--- config.mk ---
export PLATFORM = sky130hd
export DESIGN_NAME = warp_ibuffer_flat
export DESIGN_NICKNAME = d
export VERILOG_FILES = /design/src/rtl/warp_ibuffer_pkg.sv /design/src/rtl/warp_ibuffer_if.sv /design/src/rtl/warp_ibuffer_fifo.sv /design/src/rtl/warp_ibuffer.sv /design/src/flat_wrapper.sv
export SDC_FILE = /design/constraint.sdc
export NUM_CORES = 1
export LEC_CHECK = 0
export ABC_AREA = 1
export CAP_MARGIN = 0
export CELL_PAD_IN_SITES_DETAIL_PLACEMENT = 1
export CELL_PAD_IN_SITES_GLOBAL_PLACEMENT = 1
export CORE_MARGIN = 5
export CORE_UTILIZATION = 43
export DETAILED_ROUTE_END_ITERATION = 6
export PLACE_DENSITY = 0.78
export SYNTH_ARGS = -nofsm -noshare
export SYNTH_HDL_FRONTEND = slang
export SYNTH_SLANG_ARGS = --single-unit
export TNS_END_PERCENT = 1
--- constraint.sdc ---
create_clock -name clk -period 3.9 [get_ports clk]
set_input_delay 0.39 -clock clk [delete_from_list [all_inputs] [get_ports clk]]
set_output_delay 0.39 -clock clk [all_outputs]
set_load 0.03 [all_outputs]
--- src/rtl/warp_ibuffer_pkg.sv ---
// warp_ibuffer_pkg
//   Shared definitions for the per-warp instruction buffer: default sizing,
//   derived widths, the per-warp status struct and a clog2 helper that never
//   returns 0 (so a single-warp build still has a 1-bit warp id).
package warp_ibuffer_pkg;

  localparam int IBUF_DEPTH     = 4;
  localparam int IBUF_NUM_WARPS = 4;
  localparam int IBUF_DATAW     = 64;

  function automatic int clog2_min1(input int n);
    return (n > 1) ? $clog2(n) : 1;
  endfunction

  localparam int WID_W = clog2_min1(IBUF_NUM_WARPS);
  localparam int CNT_W = $clog2(IBUF_DEPTH + 1);

  typedef struct packed {
    logic full;
    logic empty;
  } warp_status_t;

endpackage

--- src/rtl/warp_ibuffer_if.sv ---
// warp_ibuffer_if
//   Bundles the decode-side push port, the per-warp output lanes, the flush
//   request and the scheduler status flags of warp_ibuffer.
//   slave  : the instruction buffer itself.
//   master : decode / consumer / scheduler side.
//   Signals:
//     dec_valid, dec_wid, dec_data -> push request; dec_ready <- accepted
//     flush_mask                   -> per-warp synchronous flush
//     ibuf_valid, ibuf_data        <- per-warp head entry; ibuf_ready -> take
//     warp_full, warp_empty        <- per-warp occupancy status
interface warp_ibuffer_if
  import warp_ibuffer_pkg::*;
#(
  parameter int NUM_WARPS = IBUF_NUM_WARPS,
  parameter int DATAW     = IBUF_DATAW
);
  localparam int WW = clog2_min1(NUM_WARPS);

  logic                       dec_valid;
  logic [WW-1:0]              dec_wid;
  logic [DATAW-1:0]           dec_data;
  logic                       dec_ready;
  logic [NUM_WARPS-1:0]       flush_mask;
  logic [NUM_WARPS-1:0]       ibuf_valid;
  logic [NUM_WARPS*DATAW-1:0] ibuf_data;
  logic [NUM_WARPS-1:0]       ibuf_ready;
  logic [NUM_WARPS-1:0]       warp_full;
  logic [NUM_WARPS-1:0]       warp_empty;

  modport slave (
    input  dec_valid, dec_wid, dec_data, flush_mask, ibuf_ready,
    output dec_ready, ibuf_valid, ibuf_data, warp_full, warp_empty
  );

  modport master (
    output dec_valid, dec_wid, dec_data, flush_mask, ibuf_ready,
    input  dec_ready, ibuf_valid, ibuf_data, warp_full, warp_empty
  );

endinterface

--- src/rtl/warp_ibuffer_fifo.sv ---
// warp_ibuffer_fifo
//   Single-warp FIFO with push, pop and synchronous flush.
//   Ports:
//     clk, reset (active-low, synchronous)
//     flush      - clears pointers and count next cycle; blocks push and pop
//     push/push_data - write request (ignored when full)
//     pop        - advance head (ignored when empty)
//     head_data  - oldest entry, read combinationally from rd_ptr
//     full/empty - compares on the registered count
module warp_ibuffer_fifo
  import warp_ibuffer_pkg::*;
#(
  parameter int DEPTH = IBUF_DEPTH,
  parameter int DATAW = IBUF_DATAW
) (
  input  logic             clk,
  input  logic             reset,
  input  logic             flush,
  input  logic             push,
  input  logic [DATAW-1:0] push_data,
  input  logic             pop,
  output logic [DATAW-1:0] head_data,
  output logic             full,
  output logic             empty
);

  localparam int PTR_W = $clog2(DEPTH);
  localparam int CW    = $clog2(DEPTH + 1);

  logic [DATAW-1:0] mem [DEPTH];

  logic [PTR_W-1:0] wr_ptr_reg, wr_ptr_next;
  logic [PTR_W-1:0] rd_ptr_reg, rd_ptr_next;
  logic [CW-1:0]    count_reg, count_next;
  logic             do_push, do_pop;

  assign full  = (count_reg == CW'(DEPTH));
  assign empty = (count_reg == '0);

  // Flush wins over both directions: a pop of a flushed warp is dropped and
  // a push to it is refused.
  assign do_push = push & ~full & ~flush;
  assign do_pop  = pop & ~empty & ~flush;

  always_comb begin
    wr_ptr_next = wr_ptr_reg;
    rd_ptr_next = rd_ptr_reg;
    count_next  = count_reg;
    if (flush) begin
      wr_ptr_next = '0;
      rd_ptr_next = '0;
      count_next  = '0;
    end else begin
      // DEPTH is a power of two, so pointers wrap by plain overflow.
      if (do_push) wr_ptr_next = wr_ptr_reg + 1'b1;
      if (do_pop)  rd_ptr_next = rd_ptr_reg + 1'b1;
      case ({do_push, do_pop})
        2'b10:   count_next = count_reg + 1'b1;
        2'b01:   count_next = count_reg - 1'b1;
        default: count_next = count_reg;
      endcase
    end
  end

  always_ff @(posedge clk) begin
    if (!reset) begin
      wr_ptr_reg <= '0;
      rd_ptr_reg <= '0;
      count_reg  <= '0;
    end else begin
      wr_ptr_reg <= wr_ptr_next;
      rd_ptr_reg <= rd_ptr_next;
      count_reg  <= count_next;
    end
  end

  // Payload storage is deliberately left out of reset.
  always_ff @(posedge clk) begin
    if (do_push) mem[wr_ptr_reg] <= push_data;
  end

  assign head_data = mem[rd_ptr_reg];

`ifndef SYNTHESIS
  a_count_bound: assert property (@(posedge clk) disable iff (!reset)
    count_reg <= CW'(DEPTH));
`endif

endmodule

--- src/rtl/warp_ibuffer.sv ---
// warp_ibuffer
//   Per-warp instruction buffer between decode and scoreboard staging.
//   One decoded instruction per cycle is steered by dec_wid into that warp's
//   private FIFO; each warp presents its oldest entry on its own valid/ready
//   lane, and reports full/empty to the scheduler. flush_mask empties warps.
//   Ports:
//     clk   - clock
//     reset - synchronous active-low reset
//     bus   - warp_ibuffer_if.slave (push port, output lanes, flush, status)
//   Build option:
//     IBUF_BYPASS_EN - when defined, an instruction for an empty, unflushed
//     warp is shown on that warp's lane in the same cycle; if taken at once
//     it never enters the FIFO. Undefined: 1-cycle minimum latency and no
//     combinational path from dec_* to ibuf_*.
module warp_ibuffer
  import warp_ibuffer_pkg::*;
#(
  parameter int NUM_WARPS = IBUF_NUM_WARPS,
  parameter int DEPTH     = IBUF_DEPTH,
  parameter int DATAW     = IBUF_DATAW
) (
  input  logic           clk,
  input  logic           reset,
  warp_ibuffer_if.slave  bus
);

  localparam int WW = clog2_min1(NUM_WARPS);

  warp_status_t         status [NUM_WARPS];
  logic [DATAW-1:0]     head_data [NUM_WARPS];
  logic [NUM_WARPS-1:0] wid_sel;
  logic [NUM_WARPS-1:0] full_vec;
  logic [NUM_WARPS-1:0] push_req;
  logic [NUM_WARPS-1:0] pop_req;
  logic                 dec_fire;

  // Readiness looks only at registered state, never at this cycle's pops.
  // Ids that select no warp (non power-of-two NUM_WARPS) are never accepted.
  assign bus.dec_ready = reset & |(wid_sel & ~full_vec & ~bus.flush_mask);
  assign dec_fire      = bus.dec_valid & bus.dec_ready;

  for (genvar gi = 0; gi < NUM_WARPS; gi++) begin : g_warp
    assign wid_sel[gi]  = (bus.dec_wid == WW'(gi));
    assign full_vec[gi] = status[gi].full;

    warp_ibuffer_fifo #(
      .DEPTH (DEPTH),
      .DATAW (DATAW)
    ) u_fifo (
      .clk       (clk),
      .reset     (reset),
      .flush     (bus.flush_mask[gi]),
      .push      (push_req[gi]),
      .push_data (bus.dec_data),
      .pop       (pop_req[gi]),
      .head_data (head_data[gi]),
      .full      (status[gi].full),
      .empty     (status[gi].empty)
    );

    assign bus.warp_full[gi]  = status[gi].full;
    assign bus.warp_empty[gi] = status[gi].empty;
    assign pop_req[gi]        = bus.ibuf_ready[gi] & ~status[gi].empty;

`ifdef IBUF_BYPASS_EN
    logic byp_hit;
    logic byp_take;

    assign byp_hit  = reset & bus.dec_valid & wid_sel[gi] & status[gi].empty
                    & ~bus.flush_mask[gi];
    // A bypassed instruction taken this cycle leaves the FIFO untouched.
    assign byp_take = byp_hit & bus.ibuf_ready[gi];

    assign bus.ibuf_valid[gi] = ~status[gi].empty | byp_hit;
    assign bus.ibuf_data[gi*DATAW +: DATAW] =
      status[gi].empty ? bus.dec_data : head_data[gi];
    assign push_req[gi] = dec_fire & wid_sel[gi] & ~byp_take;
`else
    assign bus.ibuf_valid[gi] = ~status[gi].empty;
    assign bus.ibuf_data[gi*DATAW +: DATAW] = head_data[gi];
    assign push_req[gi] = dec_fire & wid_sel[gi];
`endif

`ifndef SYNTHESIS
    // Consumers only raise ready on a lane that is actually presenting data.
    a_ready_needs_valid: assert property (@(posedge clk) disable iff (!reset)
      bus.ibuf_ready[gi] |-> bus.ibuf_valid[gi]);
`endif
  end

endmodule

--- src/flat_wrapper.sv ---
// flat-port wrapper written by rule: the top's interface ports become plain ports
module warp_ibuffer_flat import warp_ibuffer_pkg::*;
#(
  parameter int NUM_WARPS = IBUF_NUM_WARPS,
  parameter int DEPTH     = IBUF_DEPTH,
  parameter int DATAW     = IBUF_DATAW
)
  (clk, reset, bus_dec_valid, bus_dec_wid, bus_dec_data, bus_flush_mask, bus_ibuf_ready, bus_dec_ready, bus_ibuf_valid, bus_ibuf_data, bus_warp_full, bus_warp_empty);
  warp_ibuffer_if #(.NUM_WARPS(NUM_WARPS), .DATAW(DATAW)) bus_i ();
  input  logic clk;
  input  logic reset;
  input wire logic [$bits(bus_i.dec_valid)-1:0] bus_dec_valid;
  input wire logic [$bits(bus_i.dec_wid)-1:0] bus_dec_wid;
  input wire logic [$bits(bus_i.dec_data)-1:0] bus_dec_data;
  input wire logic [$bits(bus_i.flush_mask)-1:0] bus_flush_mask;
  input wire logic [$bits(bus_i.ibuf_ready)-1:0] bus_ibuf_ready;
  output wire logic [$bits(bus_i.dec_ready)-1:0] bus_dec_ready;
  output wire logic [$bits(bus_i.ibuf_valid)-1:0] bus_ibuf_valid;
  output wire logic [$bits(bus_i.ibuf_data)-1:0] bus_ibuf_data;
  output wire logic [$bits(bus_i.warp_full)-1:0] bus_warp_full;
  output wire logic [$bits(bus_i.warp_empty)-1:0] bus_warp_empty;
  assign bus_i.dec_valid = bus_dec_valid;
  assign bus_i.dec_wid = bus_dec_wid;
  assign bus_i.dec_data = bus_dec_data;
  assign bus_i.flush_mask = bus_flush_mask;
  assign bus_i.ibuf_ready = bus_ibuf_ready;
  assign bus_dec_ready = bus_i.dec_ready;
  assign bus_ibuf_valid = bus_i.ibuf_valid;
  assign bus_ibuf_data = bus_i.ibuf_data;
  assign bus_warp_full = bus_i.warp_full;
  assign bus_warp_empty = bus_i.warp_empty;
  warp_ibuffer #(.NUM_WARPS(NUM_WARPS), .DEPTH(DEPTH), .DATAW(DATAW)) u_core (.clk(clk), .reset(reset), .bus(bus_i));
endmodule
==> flow_summary.ini <==
[run_status]
status = finished clean

[layout]
drive_gt1_share_pct = 8.74
fin_cells = 4377
final_util_pct = 52.7
syn2layout_area_growth_pct = 21.8
fillers = 8811
largest_reg_flops = 1024
fin_nets = 3205
antenna_cells = 0

[logic_synthesis]
ys_seq_area_share_pct = 79.4
synth_common_cells = edfxtp_1 (1,024), nor2_1 (549), o21ai_0 (528), o22ai_1 (256), clkbuf_1 (98)
synth.distinct_cells = 30
syn_inst = 2757
synth_top_area_cell = edfxtp_1
ys_seq_elements = 1060
synth_area_mm2 = 0.0397
ys_async_sr_fraction_pct = 0
avgSynthCellArea_um2 = 14.4
synth.area.top_cells = edfxtp_1 (78%), o21ai_0 (6.7%), nor2_1 (5.2%), o22ai_1 (4.0%), dfxtp_1 (1.8%)
yosysTopAreaCellShare_pct = 77.5
synth.most_common_cell = edfxtp_1
synth-edff-count = 1024
synth_flop_cell = edfxtp_1
syn-num-nets = 2858
ys_warn_count = 0

[global_route]
busiest_layer = met2
grtUsageTotal_pct = 23.0
use_met2_pct = 40.4
grt_pass1_vias = 26741
grtUsageMet1_pct = 29.7
antenna_found_initial = 0
grt_max_degree = 129
gr-total-overflow = 0
grt_pass1_wl_um = 171000
grt_use_met3_pct = 3.37

[setup_path]
endpoint_kind = output pin
cp-start-kind = flop
crit_slowest_cell = clkdlybuf4s50_1
crit_type = reg -> out
path_max_fanout = 31
crit_chain = inv_2 -> buf_4 -> o21ai_0 -> o22ai_1 -> clkdlybuf4s50_1
arrival_ns = 3.26
cp.required_ns = 3.51
critPathMaxStageDelay_ns = 0.72

[floorplanning]
coreArea_mm2 = 0.0917
start_util_pct = 43.3
die_x_um = 314
dieArea_mm2 = 0.0984
die_y_um = 314
ioPinCount = 346
num_rows = 111

[cts]
cts_resized = 0
cts_hold_buf = 0
cts_tree = done
clkLatencyLatePin_ns = 0.67
cts_max_level = 3
cts_buffers = 107
clockRootBuffer = clkbuf_16
cts.clk_slew.worst_paths_ns = 0.06
postCtsSetupBuffers = 0
clockBufferDepth = 3
clkSinkCount = 1060

[sta]
setup_tns_ns = 0
finalCritPeriodShare_pct = 93.7
period_needed_ns = 3.65
relSlewSlack_pct = 43.3
slew_viol_final = 0
fmax_mhz = 274
hold_viol = 0
hold_slack_ns = 0.425
tightest_slew_ns = 0.848
setup_violations = 0
setup_ws_ns = 0.247
rsz0062_at_grt = false
clock_skew_ns = 0.0256

[place]
place_hpwl_um = 70300
portBuffers = 345
place.gp.congestion = 0.753
post-place-ws_ns = 0.933
dp.cells = 4181

[detailed_routing]
first_iter_violations = 2315
drtPass1Iterations = 5
drt_wl_total_um = 116000
wl_per_cell_um = 26.6
postRouteAntennaNets = 0
drc = 0
num_vias = 25088
viasPerCell = 5.73

[power]
leakagePower_nw = 15.8
power-per-cell-area_mw_per_mm2 = 483
ir_drop_v = 0.000352

[hold_path]
hp-class = in -> reg

[run]
drv_cap = 0
## worst paths after layout
| path | startpoint | endpoint | slack (ns) | cells past startpoint |
|---|---|---|---|---|
| worst max register to register | u_core.g_warp[1].u_fifo.count_reg[0]$_SDFFE_PP0P_ | u_core.g_warp[1].u_fifo.count_reg[2]$_SDFFE_PP0P_ | 1.41 | 14 |
| worst min-delay path | bus_ibuf_ready[2] | u_core.g_warp[2].u_fifo.rd_ptr_reg[0]$_SDFFE_PP0P_ | 0.43 | 4 |
| worst min register to register | u_core.g_warp[0].u_fifo.rd_ptr_reg[1]$_SDFFE_PP0P_ | flop | 0.47 | 2 |
| worst max-delay path | flop | bus_ibuf_data[56] | 0.25 | 5 |
## critical path, delay by kind of cell (launching register included)
kind / cells / cell delay [ns]
buffers and inverters: 3 / 1.73
DFF: 1 / 0.47
AOI/OAI and AO/OA: 2 / 0.39
## cell usage in the layout (no fill, tap or decap), drive strengths merged
cell type,netlist,routed
clkinv,0,39
o21a,3,3
clkdlybuf4s50,0,344
clkinvlp,0,7
nor2,553,553
nor3b,4,4
dfxtp,36,36
inv,78,83
edfxtp,1024,1024
fa,4,4
bufinv,0,12
a21oi,25,25
nand2,33,33
buf,72,67
a211oi,2,2
o22ai,256,256
nor3,5,5
clkbuf,101,133
o21ai,530,530
ha,20,20
nand3,5,5
nand4,6,6
## layer usage
layer / vias up / wire (µm)
li1: 10998 / -
met1: 13017 / 46200
met2: 902 / 59700
met3: 171 / 7140
met4: 0 / 3440
met5: - / 0
## cell families (layout without fill, tap and decap cells)
logic type	Yosys count	in the layout	synth area share [%]
AO/OA/AOI/OAI	816	816	11.1
adder cells (fa/ha/maj)	24	24	0.833
flip-flops	1060	1060	79.4
buffers and inverters	251	685	2.68
AND/OR/NAND/NOR	606	606	5.99
## per-stage QoR
step           instance area [µm²]  power (mW)
2_1_floorplan                39700        12.9
3_3_place_gp                 44800        13.3
3_5_place_dp                 44800        13.3
4_1_cts                      48300        23.6
5_1_grt                      48300        24.1
6_report                     48300        23.4
## cell type report
cell class | instances | area (µm²) | area share [%]
clock buffer | 133 | 2850 | 5.90
clock inverter | 63 | 663 | 1.37
inverter | 78 | 303 | 0.627
multi-input combinational | 1446 | 7250 | 15.0
sequential | 1060 | 31500 | 65.2
tap | 1186 | 1480 | 3.07
timing repair buffer | 411 | 4280 | 8.87
## power by group
part | switching [mW] | internal (mW)
Sequential | 0.0105 | 12.5
Combinational | 0.379 | 0.158
Clock | 4.31 | 5.98
Note: power is estimated with default switching activity, not from simulation.
